$ cat config.mk
export PLATFORM = sky130hd
export DESIGN_NAME = mc_main_fsm
export DESIGN_NICKNAME = d
export VERILOG_FILES = /design/src/rtl/riscv_ctrl_pkg.sv /design/src/rtl/mc_ctrl_outdec.sv /design/src/rtl/mc_main_fsm.sv
export SDC_FILE = /design/constraint.sdc
export NUM_CORES = 1
export LEC_CHECK = 0
export CAP_MARGIN = 20
export CORE_AREA = 2 2 39 41
export CTS_BUF_LIST = sky130_fd_sc_hd__clkbuf_4 sky130_fd_sc_hd__clkbuf_8 sky130_fd_sc_hd__clkbuf_16
export CTS_CLUSTER_SIZE = 30
export DETAILED_ROUTE_END_ITERATION = 8
export DIE_AREA = 0 0 41 43
export PLACE_DENSITY = 0.7
export SYNTH_ARGS = -nofsm -noshare
export SYNTH_HDL_FRONTEND = slang
export SYNTH_SLANG_ARGS = --single-unit
$ cat constraint.sdc
create_clock -name clk -period 1.5 [get_ports clk]
set_input_delay 0.15 -clock clk [delete_from_list [all_inputs] [get_ports clk]]
set_output_delay 0.15 -clock clk [all_outputs]
set_load 0.02 [all_outputs]
$ cat src/rtl/riscv_ctrl_pkg.sv
// Shared definitions for the multi-cycle RISC-V main control FSM:
// state enum, opcode constants, datapath mux/ALU encodings and the
// control bundle passed from the output decoder to the top.
package riscv_ctrl_pkg;

    typedef enum logic [3:0] {
        IDLE,
        FETCH,
        DECODE,
        MEMADR,
        MEMREAD,
        MEMWB,
        MEMWRITE,
        EXECUTER,
        EXECUTEI,
        ALUWB,
        BEQ,
        JAL
    } state_t;

    localparam logic [6:0] OP_LW  = 7'b0000011;
    localparam logic [6:0] OP_SW  = 7'b0100011;
    localparam logic [6:0] OP_R   = 7'b0110011;
    localparam logic [6:0] OP_I   = 7'b0010011;
    localparam logic [6:0] OP_BEQ = 7'b1100011;
    localparam logic [6:0] OP_JAL = 7'b1101111;

    // ALUOp
    localparam logic [1:0] ALUOP_ADD   = 2'b00;
    localparam logic [1:0] ALUOP_SUB   = 2'b01;
    localparam logic [1:0] ALUOP_FUNCT = 2'b10;

    // ResultSrc
    localparam logic [1:0] RES_ALUOUT    = 2'b00;
    localparam logic [1:0] RES_DATA      = 2'b01;
    localparam logic [1:0] RES_ALURESULT = 2'b10;

    // ALUSrcA
    localparam logic [1:0] SRCA_PC    = 2'b00;
    localparam logic [1:0] SRCA_OLDPC = 2'b01;
    localparam logic [1:0] SRCA_RS1   = 2'b10;

    // ALUSrcB
    localparam logic [1:0] SRCB_RS2  = 2'b00;
    localparam logic [1:0] SRCB_IMM  = 2'b01;
    localparam logic [1:0] SRCB_FOUR = 2'b10;

    typedef struct packed {
        logic       pc_update;
        logic       branch;
        logic       adr_src;
        logic       mem_write;
        logic       ir_write;
        logic       reg_write;
        logic [1:0] result_src;
        logic [1:0] alu_src_a;
        logic [1:0] alu_src_b;
        logic [1:0] alu_op;
    } ctrl_t;

    function automatic logic is_known_op(input logic [6:0] op);
        return (op == OP_LW) || (op == OP_SW) || (op == OP_R) ||
               (op == OP_I)  || (op == OP_BEQ) || (op == OP_JAL);
    endfunction

endpackage

$ cat src/rtl/mc_ctrl_outdec.sv
// State-to-control table for the main FSM (Moore decode).
// mem_go gates the FETCH write strobes; it is tied high by the top
// unless MC_MEM_WAIT_EN is defined.
module mc_ctrl_outdec
    import riscv_ctrl_pkg::*;
(
    input  state_t state,
    input  logic   mem_go,
    output ctrl_t  ctrl
);

    // Decode one control bundle per state; everything unlisted stays 0
    always_comb begin
        ctrl = '0;
        case (state)
            FETCH: begin
                ctrl.adr_src    = 1'b0;
                ctrl.ir_write   = mem_go;
                ctrl.alu_src_a  = SRCA_PC;
                ctrl.alu_src_b  = SRCB_FOUR;
                ctrl.alu_op     = ALUOP_ADD;
                ctrl.result_src = RES_ALURESULT;
                ctrl.pc_update  = mem_go;
            end
            DECODE: begin
                ctrl.alu_src_a = SRCA_OLDPC;
                ctrl.alu_src_b = SRCB_IMM;
                ctrl.alu_op    = ALUOP_ADD;
            end
            MEMADR: begin
                ctrl.alu_src_a = SRCA_RS1;
                ctrl.alu_src_b = SRCB_IMM;
                ctrl.alu_op    = ALUOP_ADD;
            end
            MEMREAD: begin
                ctrl.result_src = RES_ALUOUT;
                ctrl.adr_src    = 1'b1;
            end
            MEMWB: begin
                ctrl.result_src = RES_DATA;
                ctrl.reg_write  = 1'b1;
            end
            MEMWRITE: begin
                ctrl.result_src = RES_ALUOUT;
                ctrl.adr_src    = 1'b1;
                ctrl.mem_write  = 1'b1;
            end
            EXECUTER: begin
                ctrl.alu_src_a = SRCA_RS1;
                ctrl.alu_src_b = SRCB_RS2;
                ctrl.alu_op    = ALUOP_FUNCT;
            end
            EXECUTEI: begin
                ctrl.alu_src_a = SRCA_RS1;
                ctrl.alu_src_b = SRCB_IMM;
                ctrl.alu_op    = ALUOP_FUNCT;
            end
            ALUWB: begin
                ctrl.result_src = RES_ALUOUT;
                ctrl.reg_write  = 1'b1;
            end
            BEQ: begin
                ctrl.alu_src_a  = SRCA_RS1;
                ctrl.alu_src_b  = SRCB_RS2;
                ctrl.alu_op     = ALUOP_SUB;
                ctrl.result_src = RES_ALUOUT;
                ctrl.branch     = 1'b1;
            end
            JAL: begin
                ctrl.alu_src_a  = SRCA_OLDPC;
                ctrl.alu_src_b  = SRCB_FOUR;
                ctrl.alu_op     = ALUOP_ADD;
                ctrl.result_src = RES_ALUOUT;
                ctrl.pc_update  = 1'b1;
            end
            default: ctrl = '0;
        endcase
    end

endmodule

$ cat src/rtl/mc_main_fsm.sv
// Multi-cycle RISC-V main control FSM: state register, next-state logic
// and the illegal-opcode pulse. Control outputs come from mc_ctrl_outdec.
// Define MC_MEM_WAIT_EN to make FETCH/MEMREAD/MEMWRITE wait for mem_ready.
module mc_main_fsm
    import riscv_ctrl_pkg::*;
(
    input  logic       clk,
    input  logic       rst_n,
    input  logic [6:0] op,
    input  logic       zero,
    input  logic       mem_ready,
    output logic       PCWrite,
    output logic       AdrSrc,
    output logic       MemWrite,
    output logic       IRWrite,
    output logic       RegWrite,
    output logic [1:0] ResultSrc,
    output logic [1:0] ALUSrcA,
    output logic [1:0] ALUSrcB,
    output logic [1:0] ALUOp,
    output logic       illegal
);

    state_t state;
    state_t state_next;
    ctrl_t  ctrl;
    logic   mem_go;

`ifdef MC_MEM_WAIT_EN
    assign mem_go = mem_ready;
`else
    logic unused_mem_ready;
    assign mem_go           = 1'b1;
    assign unused_mem_ready = mem_ready;
`endif

    // State register; reset drops straight to IDLE mid-instruction
    always_ff @(posedge clk or negedge rst_n) begin
        if (!rst_n) state <= IDLE;
        else        state <= state_next;
    end

    // Next-state selection; op is only looked at in DECODE and MEMADR
    always_comb begin
        state_next = state;
        illegal    = 1'b0;
        case (state)
            IDLE:   state_next = FETCH;
            FETCH:  state_next = mem_go ? DECODE : FETCH;
            DECODE: begin
                case (op)
                    OP_LW, OP_SW: state_next = MEMADR;
                    OP_R:         state_next = EXECUTER;
                    OP_I:         state_next = EXECUTEI;
                    OP_BEQ:       state_next = BEQ;
                    OP_JAL:       state_next = JAL;
                    default:      state_next = FETCH;
                endcase
                illegal = !is_known_op(op);
            end
            MEMADR: begin
                if (op == OP_LW)      state_next = MEMREAD;
                else if (op == OP_SW) state_next = MEMWRITE;
                else                  state_next = FETCH;
            end
            MEMREAD:  state_next = mem_go ? MEMWB : MEMREAD;
            MEMWRITE: state_next = mem_go ? FETCH : MEMWRITE;
            EXECUTER: state_next = ALUWB;
            EXECUTEI: state_next = ALUWB;
            JAL:      state_next = ALUWB;
            MEMWB:    state_next = FETCH;
            ALUWB:    state_next = FETCH;
            BEQ:      state_next = FETCH;
            default:  state_next = IDLE;
        endcase
    end

    mc_ctrl_outdec u_outdec (
        .state  (state),
        .mem_go (mem_go),
        .ctrl   (ctrl)
    );

    assign PCWrite   = ctrl.pc_update | (ctrl.branch & zero);
    assign AdrSrc    = ctrl.adr_src;
    assign MemWrite  = ctrl.mem_write;
    assign IRWrite   = ctrl.ir_write;
    assign RegWrite  = ctrl.reg_write;
    assign ResultSrc = ctrl.result_src;
    assign ALUSrcA   = ctrl.alu_src_a;
    assign ALUSrcB   = ctrl.alu_src_b;
    assign ALUOp     = ctrl.alu_op;

endmodule

Word level (Yosys, flattened, before mapping)
Index checks and enable logic that the tools add are counted.
{"block": "word_totals", "input_bits": 11, "elab_cells": 46, "out_inout_bits": 14, "regBits": 4}
{"block": "op_classes", "bitwise_logic": 2, "muxes": 13, "eq_ne": 17, "reduce_logical": 13}
{"op": "case mux 6 bit (7 select lines)", "n": 1}
{"op": "case mux 4 bit (6 select lines)", "n": 1}
{"op": "case mux 4 bit (5 select lines)", "n": 1}
{"op": "== test 4 x 3 -> 1 bit (second input constant)", "n": 4}
{"op": "== test 4 bit (second input constant)", "n": 4}
{"op": "== test 7 x 6 -> 1 bit (second input constant)", "n": 2}
{"op": "== test 7 bit (second input constant)", "n": 2}
{"op": "== test 4 x 2 -> 1 bit (second input constant)", "n": 2}
{"op": "OR reduction 2 bit", "n": 4}
{"op": "== test 7 x 2 -> 1 bit (second input constant)", "n": 1}
{"op": "== test 7 x 5 -> 1 bit (second input constant)", "n": 1}
{"op": "two-way mux 1 bit", "n": 7}
{"op": "two-way mux 3 bit", "n": 2}
{"op": "logical OR 1 bit", "n": 5}
{"op": "OR reduction 5 bit", "n": 1}
{"op": "== test 4 x 1 -> 1 bit (second input constant)", "n": 1}
{"op": "logical NOT 4 bit", "n": 1}
{"op": "case mux 2 bit (2 select lines)", "n": 1}
{"op": "OR reduction 3 bit", "n": 1}
{"op": "bitwise AND 1 bit", "n": 1}
{"op": "logical NOT 1 bit", "n": 1}
{"op": "bitwise OR 1 bit", "n": 1}

Logic depth before layout (Yosys ltp)
Gate-level depths: netlist of the first run.
{"block": "logic_depth", "word_depth": 8, "depth_mapped": 5, "mapped_depth_nobuf": 4}

By module
Synthesis of the first run repeated with hierarchy kept, for this count alone.
{"block": "unflattened", "hier_cells": 81, "hier_area_um2": 610.6}
{"mod": "mc_main_fsm", "area_each_um2": 407.9, "seq_area_each_um2": 100.1, "cells_each": 51, "instances": 1}
{"mod": "mc_ctrl_outdec", "area_each_um2": 202.7, "seq_area_each_um2": 0.0, "cells_each": 30, "instances": 1}

Worst setup path after synthesis of the first run
Ideal clock, no wire load.
{"block": "synth_timing", "kind": "register to output", "from": "reg state[3]", "to": "out illegal", "setup_slack_ns": -0.136, "required_ns": 1.350, "arrival_time_ns": 1.486, "path_buffers": 1, "stages_incl_launch_ff": 4, "path_cell_list": "dfrtp_1 > buf_6 > or4b_4 > nor3_1"}
{"block": "synth_between", "elab_chain_cells": 2}
{"element": "from (decl)", "line": "mc_main_fsm.sv:24", "source": "state_t state;"}
{"element": "from (signal assigned)", "line": "mc_main_fsm.sv:40", "source": "else state <= state_next;"}
{"element": "== test 4 x 2 -> 1 bit", "line": "mc_main_fsm.sv:47", "source": "case (state)"}
{"element": "two-way mux 1 bit", "line": "mc_main_fsm.sv:47"}
{"element": "to (decl)", "line": "mc_main_fsm.sv:21", "source": "output logic illegal"}
Every way passes these cells.

Worst setup path after layout of the first run
{"block": "layout_timing", "from": "reg state[3]", "to": "out PCWrite"}
{"block": "layout_between", "elab_chain_cells": 4, "word_cells_on_any_way": 8, "classes_between": "3 x eq/ne; 2 x mux; 2 x bitwise; 1 x reduce/logical"}
{"element": "== test 4 x 1 -> 1 bit / == test 4 bit (equally long branches)", "line": "mc_ctrl_outdec.sv:15", "source": "case (state)"}
{"element": "OR reduction 2 bit (no line) / two-way mux 1 bit (equally long branches)"}
{"element": "two-way mux 1 bit / bitwise AND 1 bit (equally long branches)", "line": "mc_ctrl_outdec.sv:15, mc_main_fsm.sv:84"}
{"element": "bitwise OR 1 bit *", "line": "mc_main_fsm.sv:84", "source": "assign PCWrite = ctrl.pc_update | (ctrl.branch & zero);"}
{"element": "to (decl)", "line": "mc_main_fsm.sv:12", "source": "output logic PCWrite,"}
Mark *: on every way between the ends. The rest lies on a longest branch, timed or not.

==> flow_summary.yaml, run 1 <==
detailed_routing:
  wl_per_cell_um: 12.22
  ant_nets: 0
  drt_iter0_drc: 16
  drc: 0
  viasPerCell: 5.106
  drt-pass1-iter-count: 4
  vias: 674
  drt_wl_total_um: 1613
die:
  die_area_mm2: 0.001763
  core_mm2: 0.001384
  dieWidth_um: 41
  rows: 14
  initial_utilization_pct: 33.27
  die_y_um: 43
  io_pins: 25
placement:
  place_congestion: 0.8451
  io_buffers: 23
  dp_hpwl_um: 1064
  placed_area_um2: 874.6
  dpl.cell_count: 123
  post-place-ws_ns: -0.3546
setup_path:
  critPathRequiredTime_ns: 1.35
  endpoint_kind: "output port"
  crit_fanout: 5
  crit_type: "reg -> out"
  cp.arrival_ns: 1.43
  crit_path_start_kind: "flop"
synth:
  synth_warnings: 0
  netlist_area_um2: 460.4
  synthTopCellsByArea: "dfrtp_1 22%, nor2_1 9.8%, nand2b_1 5.4%"
  ys_seq_area_share_pct: 21.74
  synth_top_area_share_pct: 21.74
  synth_top_cell_by_area: "dfrtp_1"
  avgSynthCellArea_um2: 7.194
  synth.distinct_cells: 31
  ys_ff_latch: 4
  syn_inst: 64
  synth.net_count: 75
power_and_ir_drop:
  sw_frac_of_total_pct: 33.57
  pwr-share-seq_pct: 22.5
  power_frac_clock_pct: 24.6
  power_density_mw_per_mm2: 506.5
  power_leakage_nw: 0.4992
  power.switching_w: 0.0001755
  p_int_w: 0.0003473
  vdd_drop_max_uv: 406.7
  combPwrFrac_pct: 52.9
cells_and_area:
  mostFrequentLayoutCell: "buf_4"
  nFillCells: 109
  finalNonFillerCells: 132
  drive_above_1_share_pct: 56.03
  largest_register: "state"
  area_growth_pct: 124.2
  multiInputGateArea_um2: 417.9
  diodes: 0
  ff_latch_area_um2: 100.1
  mostFrequentLayoutCells: "32 x buf_4, 10 x buf_6, 9 x clkdlybuf4s50_1"
  largest_reg_flops: 4
  largestRegisters: "state (4)"
  fin_area_mm2: 0.001032
  fin_nets: 129
sta:
  worst_pin_slew_ns: 0.3100
  rsz0062_at_grt: "yes"
  tns_ns: -0.3707
  min_period_ns: 1.585
  clock_skew_ns: 0.005478
  min_period_over_period_pct: 105.7
  slew_headroom_pct: 79.17
  fmax_ghz: 0.6310
  setup_viol: 8
  whs_ns: 0.1169
  setup_slack_ns: -0.08480
  slew_violations: 0
  hold_viol: 0
clocking:
  cts-root-buf: "clkbuf_4"
  cts_tree: "done"
  cts_hold_buf: 0
  clkTransAtPathRegs_ns: 0.04
  clkSinkCount: 4
  clkLatencyLatePin_ns: 0.23
  cts_max_level: 1
  cts_buffer_depth: 2
  cts_buffers: 3
global_routing:
  grt_max_degree: 12
  grt_use_total_pct: 20.06
  antenna_found_initial: 0
  first_global_vias: 658
  overflow: 0
  grt_pass1_wl_um: 2518
outcome:
  violations: "setup timing"
  status: "finished with violations"
min_path:
  hold_class: "in -> async"
flow_run:
  cap_violations: 0
[path summary, 6_finish.rpt]
| check | startpoint | endpoint | slack (ns) | cells past startpoint |
|---|---|---|---|---|
| setup / recovery | state[3]$_DFF_PN0_ | PCWrite | -0.08 | 5 |
| hold / removal | rst_n | state[3]$_DFF_PN0_ | 0.12 | 1 |
| setup reg to reg | state[2]$_DFF_PN0_ | state[1]$_DFF_PN0_ | -0.03 | 5 |
| hold reg to reg | state[3]$_DFF_PN0_ | state[2]$_DFF_PN0_ | 0.73 | 3 |
| max in group asynchronous | rst_n | state[0]$_DFF_PN0_ | 1.22 | 1 |
| min in group clk | op[4] | state[1]$_DFF_PN0_ | 0.69 | 3 |
[metal layers]
| metal | routed length, µm | track usage, % | share of wire (%) | vias up |
|---|---|---|---|---|
| met2 | 913 | 35.94 | 57 | 20 |
| met4 | 0 | 6.667 | 0 | 0 |
| met5 | 0 | 0 | 0 | - |
| li1 | - | - | - | 334 |
| met3 | 62 | 1.571 | 3.8 | 0 |
| met1 | 636 | 23.13 | 39 | 320 |
[synthesized netlist by cell type, drive strengths merged]
cell type / n
inv: 1
o211ai: 1
or2b: 2
a21o: 1
nor2b: 1
nand2: 4
nor3b: 1
buf: 4
nor3: 4
or4b: 1
or3b: 1
o31ai: 1
nand4bb: 1
o21ai: 6
dfrtp: 4
a31oi: 2
a21oi: 2
or2: 1
and2b: 1
a32oi: 1
a22oi: 1
nand2b: 4
o21a: 1
nand4: 2
xor2: 2
and2: 2
nor2: 12
[metrics by stage]
step	util, %	power, W
global route	74.59	0.0005491
CTS	65.64	0.0004759
detailed placement	63.20	0.0003546
finish	74.59	0.0005228
global placement	63.20	0.0003524
floorplan	-	0.0002229
[timing repair]
action / CTS / global route
buffers inserted: 3 / 3
setup endpoints to repair: 16 / 17
resized for setup: 78 / 26
pin swaps: 3 / 3
[worst max-delay path, cell delays in order, from the launching register on]
cell and delay [ns]:
dfrtp_1 0.38, buf_6 0.14, and2b_2 0.25, nor3_4 0.20, a21o_1 0.12, buf_6 0.11
[power groups by stage]
stage	logic [W]	registers, W	clock network (W)
2_1_floorplan	0.000105	0.000118	0
3_3_place_gp	0.000235	0.000118	0
3_5_place_dp	0.000237	0.000118	0
4_1_cts	0.000228	0.000117	0.000132
5_1_grt	0.000299	0.000118	0.000132
6_report	0.000277	0.000117	0.000129
[cell type report]
cell class	count	area share, %
clock buffer	3	2.182
inverter	1	0.3636
multi-input combinational	55	40.48
sequential	4	9.697
tap	16	1.939
timing repair buffer	53	45.33
[logic make-up after synthesis]
kind of cell           Yosys count  synth area share, %
XOR/XNOR                         2                3.805
AND/OR/NAND/NOR                 37                45.92
buffers and inverters            5                7.065
flip-flops                       4                21.74
AO/OA/AOI/OAI                   16                21.47
No activity file was read; power rests on OpenSTA's default activity.
==> run 2, diff against run 1 <==
- PLACE_DENSITY: 0.7 -> 0.73
==> run 2 against run 1 <==
The run still ends with setup timing left. Core utilization fell by 2.4 points. Cell area is 3.3% lower. Clock skew decreased by 0.0046 ns. Wire length up 1.6%. First-iteration DRC count down 50%. Via count decreased by 1.3%. Total power is 3.8% lower. Register-to-register slack gained 0.04 ns. Critical path type unchanged. Critical endpoint is now RegWrite. Largest power group unchanged. Highest routed layer is now met4.
==> flow_summary.yaml, run 2 (synthesis gave the netlist of run 1 again) <==
detailed_routing:
  drt_wl_total_um: 1639
  drc: 0
  ant_nets: 0
  drt-pass1-iter-count: 4
  viasPerCell: 5.155
  drt_iter0_drc: 8
  vias: 665
  wl_per_cell_um: 12.71
sta:
  fmax_ghz: 0.6374
  slew_violations: 0
  clock_skew_ns: 0.0009025
  worst_pin_slew_ns: 0.2931
  min_period_over_period_pct: 104.6
  min_period_ns: 1.569
  rsz0062_at_grt: "yes"
  hold_viol: 0
  tns_ns: -0.3505
  setup_slack_ns: -0.06886
  slew_headroom_pct: 80.31
  setup_viol: 7
global_routing:
  grt_max_degree: 12
  antenna_found_initial: 0
  grt_pass1_wl_um: 2539
  grt_use_total_pct: 20.64
  overflow: 0
  first_global_vias: 616
outcome:
  violations: "setup timing"
  status: "finished with violations"
placement:
  place_congestion: 0.8311
  io_buffers: 23
  dp_hpwl_um: 1148
cells_and_area:
  largest_register: "state"
  fin_util_pct: 72.15
  mostFrequentLayoutCell: "buf_4"
  multiInputGateArea_um2: 411.6
  mostFrequentLayoutCells: "27 x buf_4, 12 x buf_6, 8 x clkdlybuf4s50_1"
  largest_reg_flops: 4
  ff_latch_area_um2: 100.1
  largestRegisters: "state (4)"
  area_growth_pct: 116.8
  diodes: 0
  drive_above_1_share_pct: 53.98
  nFillCells: 118
  fin_nets: 126
die:
  die_area_mm2: 0.001763
  dieWidth_um: 41
  initial_utilization_pct: 33.27
  io_pins: 25
  die_y_um: 43
  core_mm2: 0.001384
  rows: 14
clocking:
  clkTransAtPathRegs_ns: 0.04
  clkSinkCount: 4
  cts_buffer_depth: 2
  cts_tree: "done"
  cts-root-buf: "clkbuf_4"
  cts_buffers: 3
  cts_hold_buf: 0
  clkLatencyLatePin_ns: 0.23
  cts_max_level: 1
setup_path:
  cp.arrival_ns: 1.42
  crit_type: "reg -> out"
  critPathRequiredTime_ns: 1.35
  crit_fanout: 6
  crit_path_start_kind: "flop"
  cp-startpoint: "state[3]$_DFF_PN0_"
  rrSetupSlack_ns: 0.01
  endpoint_kind: "output port"
  r2r-start: "state[0]$_DFF_PN0_"
power_and_ir_drop:
  vdd_drop_max_uv: 488.9
  power_leakage_nw: 0.4748
  power_density_mw_per_mm2: 503.5
flow_run:
  cap_violations: 0
min_path:
  hold_class: "in -> async"
run 2: cell types whose count changed in the layout (fill, tap and decap cells not counted), moves of 2 or more:
cell / change
buf_4: -5
buf_6: +2
or2b_1: +2
or2b_4: -2
run 2: per-layer routing:
layer  vias to the layer above  wire length [µm]  GRT usage (%)  share of wire (%)
met3                         2                72              0                4.4
met2                        26               915          38.75                 56
met5                         -                 0              0                  0
li1                        328                 -              -                  -
met4                         0                17          8.000                1.0
met1                       309               634          22.40                 39
run 2: worst max-delay path: stages, from the launching register on:
cell and delay, ns:
dfrtp_1 0.40, buf_6 0.14, or2b_1 0.28, and2_4 0.17, nor2_4 0.08, buf_6 0.12
run 2: path summary, 6_finish.rpt:
path	end	cells after the start
worst max-delay path	RegWrite	5
worst min-delay path	state[3]$_DFF_PN0_	1
worst max register to register	state[1]$_DFF_PN0_	5
worst min register to register	state[2]$_DFF_PN0_	3
max in group asynchronous	state[0]$_DFF_PN0_	1
min in group clk	state[1]$_DFF_PN0_	3
run 2: final cells by class:
type,instances,area share (%)
clock buffers,3,2.256
inverters,1,0.3759
multi-input cells,55,41.23
flip-flops and latches,4,10.03
well taps,16,2.005
repair buffers,50,44.11
run 2: power breakdown:
| part | total (W) | leakage (nW) | switching, W | internal [W] |
|---|---|---|---|---|
| Sequential | 0.000117 | 0.0517 | 0.00000303 | 0.000114 |
| Clock | 0.000130 | 0.0138 | 0.0000404 | 0.0000893 |
| Combinational | 0.000256 | 0.409 | 0.000130 | 0.000126 |
| Total | 0.000503 | 0.475 | 0.000173 | 0.000330 |
run 2: timing repair:
| action | CTS | global route |
|---|---|---|
| setup endpoints to repair | 15 | 16 |
| resized for setup | 79 | 25 |
| cloned | 0 | 0 |
| pin swaps | 2 | 2 |
| setup buffers | 3 | 1 |
run 2: per-stage QoR:
step	power, W	std cells	hold WS [ns]	setup slack, ns	instance area, µm²
floorplan	0.0002229	64	-0.1456	0.01560	473.0
global placement	0.0003455	122	0.3577	-0.3336	867.1
detailed placement	0.0003504	122	0.3586	-0.3446	867.1
CTS	0.0004769	128	0.1188	-0.06803	914.6
global route	0.0005292	129	0.1469	-0.1111	998.5
finish	0.0005027	129	0.1179	-0.06886	998.5
